$ cat config.mk
export PLATFORM = sky130hd
export DESIGN_NAME = pcs_block_lock_ctrl
export DESIGN_NICKNAME = d
export VERILOG_FILES = /design/src/rtl/pcs_block_lock_ctrl.sv
export SDC_FILE = /design/constraint.sdc
export NUM_CORES = 1
export LEC_CHECK = 0
export ABC_CLOCK_PERIOD_IN_PS = 2000
export CORE_MARGIN = 2
export CORE_UTILIZATION = 51
export DETAILED_ROUTE_END_ITERATION = 10
export PLACE_DENSITY = 0.75
export SETUP_SLACK_MARGIN = 0.1
export SLEW_MARGIN = 10
export SYNTH_ARGS = -nofsm -noshare
export SYNTH_HDL_FRONTEND = slang
export SYNTH_SLANG_ARGS = --single-unit
export TNS_END_PERCENT = 20
$ cat constraint.sdc
create_clock -name clk -period 2 [get_ports clk]
set_input_delay 0.2 -clock clk [delete_from_list [all_inputs] [get_ports clk]]
set_output_delay 0.2 -clock clk [all_outputs]
set_load 0.01 [all_outputs]
$ cat src/rtl/pcs_block_lock_ctrl.sv
// 64b/66b receive block-lock controller: sync-header lock FSM, gearbox slip requests
// and descrambler enable/pop sequencing.
module pcs_block_lock_ctrl #(
    parameter int unsigned GOOD_TO_LOCK  = 64,
    parameter int unsigned WINDOW        = 64,
    parameter int unsigned BAD_TO_UNLOCK = 16,
    parameter int unsigned SLIP_WAIT     = 4
) (
    input  logic       clk,
    input  logic       reset_n,
    input  logic       in_enable,
    input  logic       hdr_valid,
    input  logic [1:0] hdr,
    output logic       slip,
    output logic       block_lock,
    output logic       desc_enable,
    output logic       desc_pop,
    output logic       out_valid,
    output logic       err_blk,
    output logic [7:0] slip_cnt
);

    localparam int unsigned MaxAb    = (GOOD_TO_LOCK > WINDOW) ? GOOD_TO_LOCK : WINDOW;
    localparam int unsigned MaxCd    = (BAD_TO_UNLOCK > SLIP_WAIT) ? BAD_TO_UNLOCK : SLIP_WAIT;
    localparam int unsigned MaxParam = (MaxAb > MaxCd) ? MaxAb : MaxCd;
    localparam int unsigned CW       = $clog2(MaxParam) + 1;

    localparam logic [CW-1:0] GoodLast = CW'(GOOD_TO_LOCK - 1);
    localparam logic [CW-1:0] WinLast  = CW'(WINDOW - 1);
    localparam logic [CW-1:0] BadLast  = CW'(BAD_TO_UNLOCK - 1);
    localparam logic [CW-1:0] WaitLast = CW'(SLIP_WAIT - 1);

    typedef enum logic [1:0] {StHunt, StSlip, StLocked} state_e;

    state_e        state_q, state_d;
    logic [CW-1:0] good_q, good_d;
    logic [CW-1:0] win_q, win_d;
    logic [CW-1:0] bad_q, bad_d;
    logic [CW-1:0] wait_q, wait_d;
    logic          slip_q, slip_d;
    logic          lock_q, lock_d;
    logic          err_q, err_d;
    logic          desc_en_q;
    logic [7:0]    scnt_q, scnt_d;

    logic blk;
    logic hdr_ok;

    assign blk    = hdr_valid & in_enable;
    assign hdr_ok = hdr[1] ^ hdr[0];

    always_ff @(posedge clk) begin
        if (!reset_n) begin
            state_q   <= StHunt;
            good_q    <= '0;
            win_q     <= '0;
            bad_q     <= '0;
            wait_q    <= '0;
            slip_q    <= 1'b0;
            lock_q    <= 1'b0;
            err_q     <= 1'b0;
            desc_en_q <= 1'b0;
            scnt_q    <= '0;
        end else begin
            state_q   <= state_d;
            good_q    <= good_d;
            win_q     <= win_d;
            bad_q     <= bad_d;
            wait_q    <= wait_d;
            slip_q    <= slip_d;
            lock_q    <= lock_d;
            err_q     <= err_d;
            desc_en_q <= in_enable;
            scnt_q    <= scnt_d;
        end
    end

    always_comb begin
        state_d = state_q;
        good_d  = good_q;
        win_d   = win_q;
        bad_d   = bad_q;
        wait_d  = wait_q;
        slip_d  = 1'b0;
        lock_d  = lock_q;
        err_d   = 1'b0;
        scnt_d  = scnt_q;
        if (blk) begin
            unique case (state_q)
                StHunt: begin
                    if (hdr_ok) begin
                        if (good_q == GoodLast) begin
                            state_d = StLocked;
                            lock_d  = 1'b1;
                            good_d  = '0;
                            win_d   = '0;
                            bad_d   = '0;
                        end else begin
                            good_d = good_q + 1'b1;
                        end
                    end else begin
                        state_d = StSlip;
                        good_d  = '0;
                        wait_d  = '0;
                        slip_d  = 1'b1;
                        scnt_d  = (scnt_q != 8'hff) ? scnt_q + 8'd1 : scnt_q;
                    end
                end
                StSlip: begin
                    // Headers here straddle the old alignment, so only their count matters.
                    if (wait_q == WaitLast) begin
                        state_d = StHunt;
                        wait_d  = '0;
                    end else begin
                        wait_d = wait_q + 1'b1;
                    end
                end
                StLocked: begin
                    err_d = !hdr_ok;
                    // Unlock takes priority over the window rollover on the same block.
                    if (!hdr_ok && bad_q == BadLast) begin
                        state_d = StSlip;
                        lock_d  = 1'b0;
                        win_d   = '0;
                        bad_d   = '0;
                        wait_d  = '0;
                        slip_d  = 1'b1;
                        scnt_d  = (scnt_q != 8'hff) ? scnt_q + 8'd1 : scnt_q;
                    end else if (win_q == WinLast) begin
                        win_d = '0;
                        bad_d = '0;
                    end else begin
                        win_d = win_q + 1'b1;
                        bad_d = bad_q + CW'(!hdr_ok);
                    end
                end
                default: state_d = StHunt;
            endcase
        end
    end

    always_comb begin
        desc_pop    = blk & (state_q != StSlip);
        out_valid   = blk & lock_q;
        slip        = slip_q;
        block_lock  = lock_q;
        err_blk     = err_q;
        desc_enable = desc_en_q;
        slip_cnt    = scnt_q;
    end

endmodule

==> results of run 1 <==
-- final cells by class --
type	instances	area, sq um
Clock buffer	6	82.6
Multi-Input combinational cell	187	1220
Sequential cell	42	845
Inverter	4	15.0
Tap cell	50	62.6
Fill cell	318	1320
Timing Repair Buffer	45	389
-- registers in the layout (all words and copies together) (netlist names) --
register,flops
bad_q,7
block_lock,1
desc_enable,1
err_blk,1
good_q,7
slip,1
slip_cnt,8
state_q,2
wait_q,7
win_q,7
-- stage by stage --
stage	setup slack [ns]	power (uW)	cells	hold slack, ns
floorplan	-0.0194	950	239	0.322
global placement	-0.123	1010	324	0.422
detailed placement	-0.133	1010	324	0.429
CTS	-0.0813	1560	333	0.441
global route	-0.102	1610	334	0.490
finish	-0.0612	1550	334	0.453
-- layer usage --
metal	global-route usage, %	routed length [microns]	up-vias
met3	4.50	166	8
met1	26.9	2110	914
met5	0	0	-
li1	-	-	994
met4	9.44	58	0
met2	38.4	2260	32
-- what timing repair did --
| item | CTS | global route |
|---|---|---|
| cloned | 0 | 0 |
| endpoints found under the setup margin | 7 | 15 |
| endpoints found under the hold margin | 0 | 0 |
| gates resized for setup | 5 | 13 |
| pin swaps | 3 | 5 |
| setup buffers | 3 | 1 |
-- logic make-up after synthesis --
logic type,after synthesis
AND/OR/NAND/NOR,106
flip-flops,42
buffers and inverters,10
adder cells (fa/ha/maj),7
XOR/XNOR,5
AO/OA/AOI/OAI,68
multiplexers,1
-- tightest hold or removal path, delay by kind of cell, from the launching register on --
family / cells / cell delay, ns
DFF: 1 / 0.33
and+or+nand+nor: 1 / 0.06
AOI/OAI and AO/OA: 1 / 0.03
-- power by group through the flow --
stage	Clock, uW	Sequential [uW]	Combinational [uW]
after global placement	0	874	136
after detailed placement	0	875	137
after floorplan	0	873	76.8
after global routing	592	857	163
final	545	855	148
after CTS	560	855	143
-- cells in the final DEF, fill, tap and decap left out, types with 3 or more instances in the layout --
cell type	Yosys	routed
a21oi_1	16	15
a31oi_1	14	14
a32o_1	3	3
a41oi_1	3	3
and2_1	3	3
and3_1	4	4
buf_4	0	25
clkbuf_8	0	6
clkdlybuf4s50_1	0	19
dfxtp_1	42	39
dfxtp_2	0	3
ha_1	7	7
inv_1	3	3
nand2_1	25	25
nand3_1	15	15
nand3b_1	3	3
nand4_1	4	4
nor2_1	18	18
nor3_1	6	5
o21ai_0	16	14
or3_1	10	9
xor2_1	4	3
-- worst paths after layout --
check                end  slack [ns]  cells after the start
min reg2reg    good_q[6]        0.45                      2
max reg2reg  slip_cnt[3]       -0.06                      6
max          slip_cnt[3]       -0.06                      6
min            good_q[6]        0.45                      2
==> metrics.cfg, run 1 <==
[critical_path]
r2r_start = wait_q[6]
crit_type = reg -> reg
critical_path.top_delay_family = simple AND/OR/NAND/NOR gates
required_ns = 2.23
crit_chain = or4_4 -> o31a_4 -> nand4bb_4 -> buf_6 -> or3_4 -> a21oi_2
critPathMaxStageDelay_ns = 0.53
critPathLaunch = wait_q[6]
worst_setup_path_end_kind = flip-flop
path_max_fanout = 6
cp_num_buf_inv = 1
cp-start-kind = flip-flop
crit_arrival_ns = 2.30
cp_slowest_cell = or4_4

[cts]
cts.sinks = 42
ctsHtreeMaxLevel = 2
cts_tree = done
max-clock-path-buffers = 2
clk_latency_ns = 0.30
cts_hold_buffers = 0
clk_pin_slew_ns = 0.08
cts_buffers = 5
root_buffer = clkbuf_8

[power]
cellInternalPower_uw = 1180
p_switching_uw = 366
clkPwrFrac_pct = 35.2
power_frac_comb_pct = 9.6
vdd_drop_max_v = 0.000391
power_density_mw_per_mm2 = 591
pwr-share-seq_pct = 55.3
p_leak_uw = 0.000943
p_sw_share_pct = 23.7

[detailed_routing]
drc_errors = 0
num_vias = 1948
ant_nets = 0
routed_wl_mm = 4.60
wl_per_cell_microns = 13.8
drtIter0Drc = 107
drt-pass1-iter-count = 4
via_per_inst = 5.83

[timing]
finalCriticalPeriod_ns = 2.06
hold_violations = 0
rsz0062_at_grt = true
setup_viol = 4
worst_slew_pin_slew_ns = 0.337
maxClockFrequency_ghz = 0.485
finClkSkew_ns = 0.00552
maxSlewViolCount = 0
finalCritPeriodShare_pct = 103
timing.final.ws_setup_ns = -0.0612
slew_headroom_pct = 77.4
fin_setup_tns_ns = -0.180

[yosys]
synth_compound_gate_area_share_pct = 22.1
synth_top_family_by_area = simple AND/OR/NAND/NOR gates
synth.distinct_cells = 49
synth_edf_count = 0
synthFlopType = dfxtp_1
synthTopCellsByArea = dfxtp_1, nand2_1, a31oi_1, ha_1, a21oi_1
synth-seq-cells = 42
async_reset_ff_share_pct = 0
synth_top_area_share_pct = 40.6
synthSimpleGateAreaFrac_pct = 28.2
seq_area_frac_synth_pct = 40.6
synth_nets = 252
synth_top_area_cell = dfxtp_1
synth.most_common_cell = dfxtp_1
yosysWarnings = 0
synth.avg_cell_area_sq_um = 8.66
synthTopCellsByCount = dfxtp_1, nand2_1, nor2_1
syn_inst = 239
synth-xor-area-share_pct = 2.12
synth_fa_ha_area_share_pct = 4.23
netlist_area_sq_mm = 0.00207
synthMuxAreaShare_pct = 0.544

[floorplanning]
pin_count = 20
core_area_sq_mm = 0.00394
die_w_microns = 67.7
dieArea_sq_mm = 0.00458
rows = 23
initial_core_util_pct = 52.5
fp.dieH_microns = 67.7

[hold_path]
min_from = good_q[6]
hold_path.class = reg -> reg

[finish]
finish.utilization_pct = 66.4
antennaDiodeCount = 0
final_net_count = 298
area_growth_pct = 26.5
drive_gt1_share_pct = 18.0
fin_area_sq_mm = 0.00262

[placement]
post-dp-hpwl_mm = 3.22
place_area_sq_mm = 0.00246
portBuffers = 19
gp_congestion = 0.832

[run_status]
status = finished, violations left
violations = negative setup slack

[grt]
gr-usage-all-layers_pct = 22.3
grt_max_degree = 24
overflow = 0
antenna_found_initial = 0
grt_pass1_wl_mm = 7.77
grt_pass1_vias = 1818

[job]
maxCapViolations = 0

No activity file was read; power rests on OpenSTA's default activity.
==> run 2: changes to the inputs <==
- CELL_PAD_IN_SITES_DETAIL_PLACEMENT: not set -> 0
- CELL_PAD_IN_SITES_GLOBAL_PLACEMENT: not set -> 1
- CORE_UTILIZATION: 51 -> 38
- PLACE_DENSITY: 0.75 -> not set
- PLACE_DENSITY_LB_ADDON: not set -> 0.1
==> run 2 against run 1 <==
- largest power group unchanged
- non-clock buffer count grew 3
- the run still ends with negative setup slack left
- count of clock-buffer cells in the layout grew 1
- power grew 1.8%
- sequential cell count is the same
==> metrics.cfg, run 2 (synthesized netlist as in run 1, its figures left out) <==
[power]
fin_total_pwr_uw = 1580
power_density_mw_per_mm2 = 588
p_switching_uw = 378
pwr-share-seq_pct = 54.2
vdd_drop_max_v = 0.000321
clkPwrFrac_pct = 35.9
p_leak_uw = 0.000965
cellInternalPower_uw = 1200
power_frac_comb_pct = 9.9
p_sw_share_pct = 24.0

[critical_path]
crit_type = reg -> reg
path_max_fanout = 6
critPathMaxStageDelay_ns = 0.53
cp_num_buf_inv = 1
cp_slowest_cell = or4_4
cp.depth = 6
cp-start-kind = flip-flop
required_ns = 2.23
crit_chain = or4_4 -> o31a_4 -> nand4bb_4 -> buf_6 -> or3_1 -> a21oi_1
crit_arrival_ns = 2.28
critical_path.top_delay_family = simple AND/OR/NAND/NOR gates
worst_setup_path_end_kind = flip-flop
critPathLaunch = wait_q[6]
ff2ff_path_depth = 6
r2r_start = wait_q[6]

[timing]
rsz0062_at_grt = true
maxClockFrequency_ghz = 0.488
finClkSkew_ns = 0.00727
finalCritPeriodShare_pct = 102
maxSlewViolCount = 0
slew_headroom_pct = 77.5
hold_violations = 0
worst_slew_pin_slew_ns = 0.336
timing.final.ws_setup_ns = -0.0476
setup_viol = 4
finalCriticalPeriod_ns = 2.05

[grt]
gr-usage-all-layers_pct = 17.3
antenna_found_initial = 0
grt_pass1_vias = 1736
grt_pass1_wl_mm = 8.31
overflow = 0
grt_max_degree = 24

[cts]
max-clock-path-buffers = 2
ctsHtreeMaxLevel = 2
cts_tree = done
cts.sinks = 42
clk_latency_ns = 0.29
clk_pin_slew_ns = 0.08
root_buffer = clkbuf_8
cts_buffers = 5

[finish]
largest_reg_flops = 8
finish.utilization_pct = 51.8
final_common_cell = dfxtp_1
area_growth_pct = 29.5
mostFrequentLayoutCells = dfxtp_1, buf_4, nand2_1
final_net_count = 301
drive_gt1_share_pct = 18.7
antennaDiodeCount = 0

[detailed_routing]
via_per_inst = 5.43
num_vias = 1950
routed_wl_mm = 5.00
drtIter0Drc = 89
drc_errors = 0
ant_nets = 0
drt-pass1-iter-count = 4
wl_per_cell_microns = 13.9

[floorplanning]
pin_count = 20
rows = 26
core_area_sq_mm = 0.00517
fp.dieH_microns = 77.8
initial_core_util_pct = 40.0
die_w_microns = 77.8
dieArea_sq_mm = 0.00605

[hold_path]
min_delay_path_depth = 2
min_from = good_q[6]
hold_path.class = reg -> reg

[run_status]
violations = negative setup slack
status = finished, violations left

[placement]
gp_congestion = 0.795
post-dp-hpwl_mm = 3.53
portBuffers = 19

[job]
maxCapViolations = 0

run 2: through the flow:
stage	setup TNS (ns)	hold WS, ns	worst slack [ns]	area, sq um	std cells
after floorplan	-0.0411	0.322	-0.0194	2070	239
after global placement	-0.966	0.426	-0.145	2520	349
after detailed placement	-1.23	0.435	-0.210	2520	349
after CTS	-0.318	0.447	-0.0986	2640	359
after global routing	-0.460	0.475	-0.127	2680	359
final	-0.112	0.452	-0.0476	2680	359
run 2: repair_timing:
action,CTS,global route
pin swaps,3,6
resized for setup,5,11
setup buffers,2,0
hold buffers,0,0
setup endpoints to repair,8,19
run 2: power groups by stage:
stage | Clock [uW] | Sequential, uW | Combinational, uW
6_report | 566 | 854 | 156
5_1_grt | 639 | 856 | 171
4_1_cts | 590 | 854 | 154
3_5_place_dp | 0 | 873 | 149
3_3_place_gp | 0 | 873 | 150
2_1_floorplan | 0 | 873 | 76.8
run 2: worst register-to-register path: cells and delay by family (launching register included):
kind	cells	cell delay [ns]
flip-flops	1	0.33
buffers and inverters	1	0.16
AND/OR/NAND/NOR	3	1.08
AO/OA/AOI/OAI	2	0.41
run 2: final timing paths:
| kind | slack, ns | to |
|---|---|---|
| setup / recovery | -0.05 | slip_cnt[2] |
| hold / removal | 0.45 | good_q[6] |
| setup reg to reg | -0.05 | slip_cnt[2] |
| hold reg to reg | 0.45 | good_q[6] |
run 2: cell type report:
cell class | count | area (sq um)
Timing Repair Buffer | 48 | 412
Multi-Input combinational cell | 187 | 1230
Sequential cell | 42 | 843
Fill cell | 502 | 2490
Clock inverter | 1 | 5.00
Tap cell | 70 | 87.6
Inverter | 4 | 15.0
Clock buffer | 7 | 86.3
run 2: metal layers:
metal | global-route usage, % | wire length, microns
met3 | 4.42 | 180
met2 | 25.3 | 2250
met4 | 5.89 | 34
met1 | 24.7 | 2530
met5 | 0 | 0
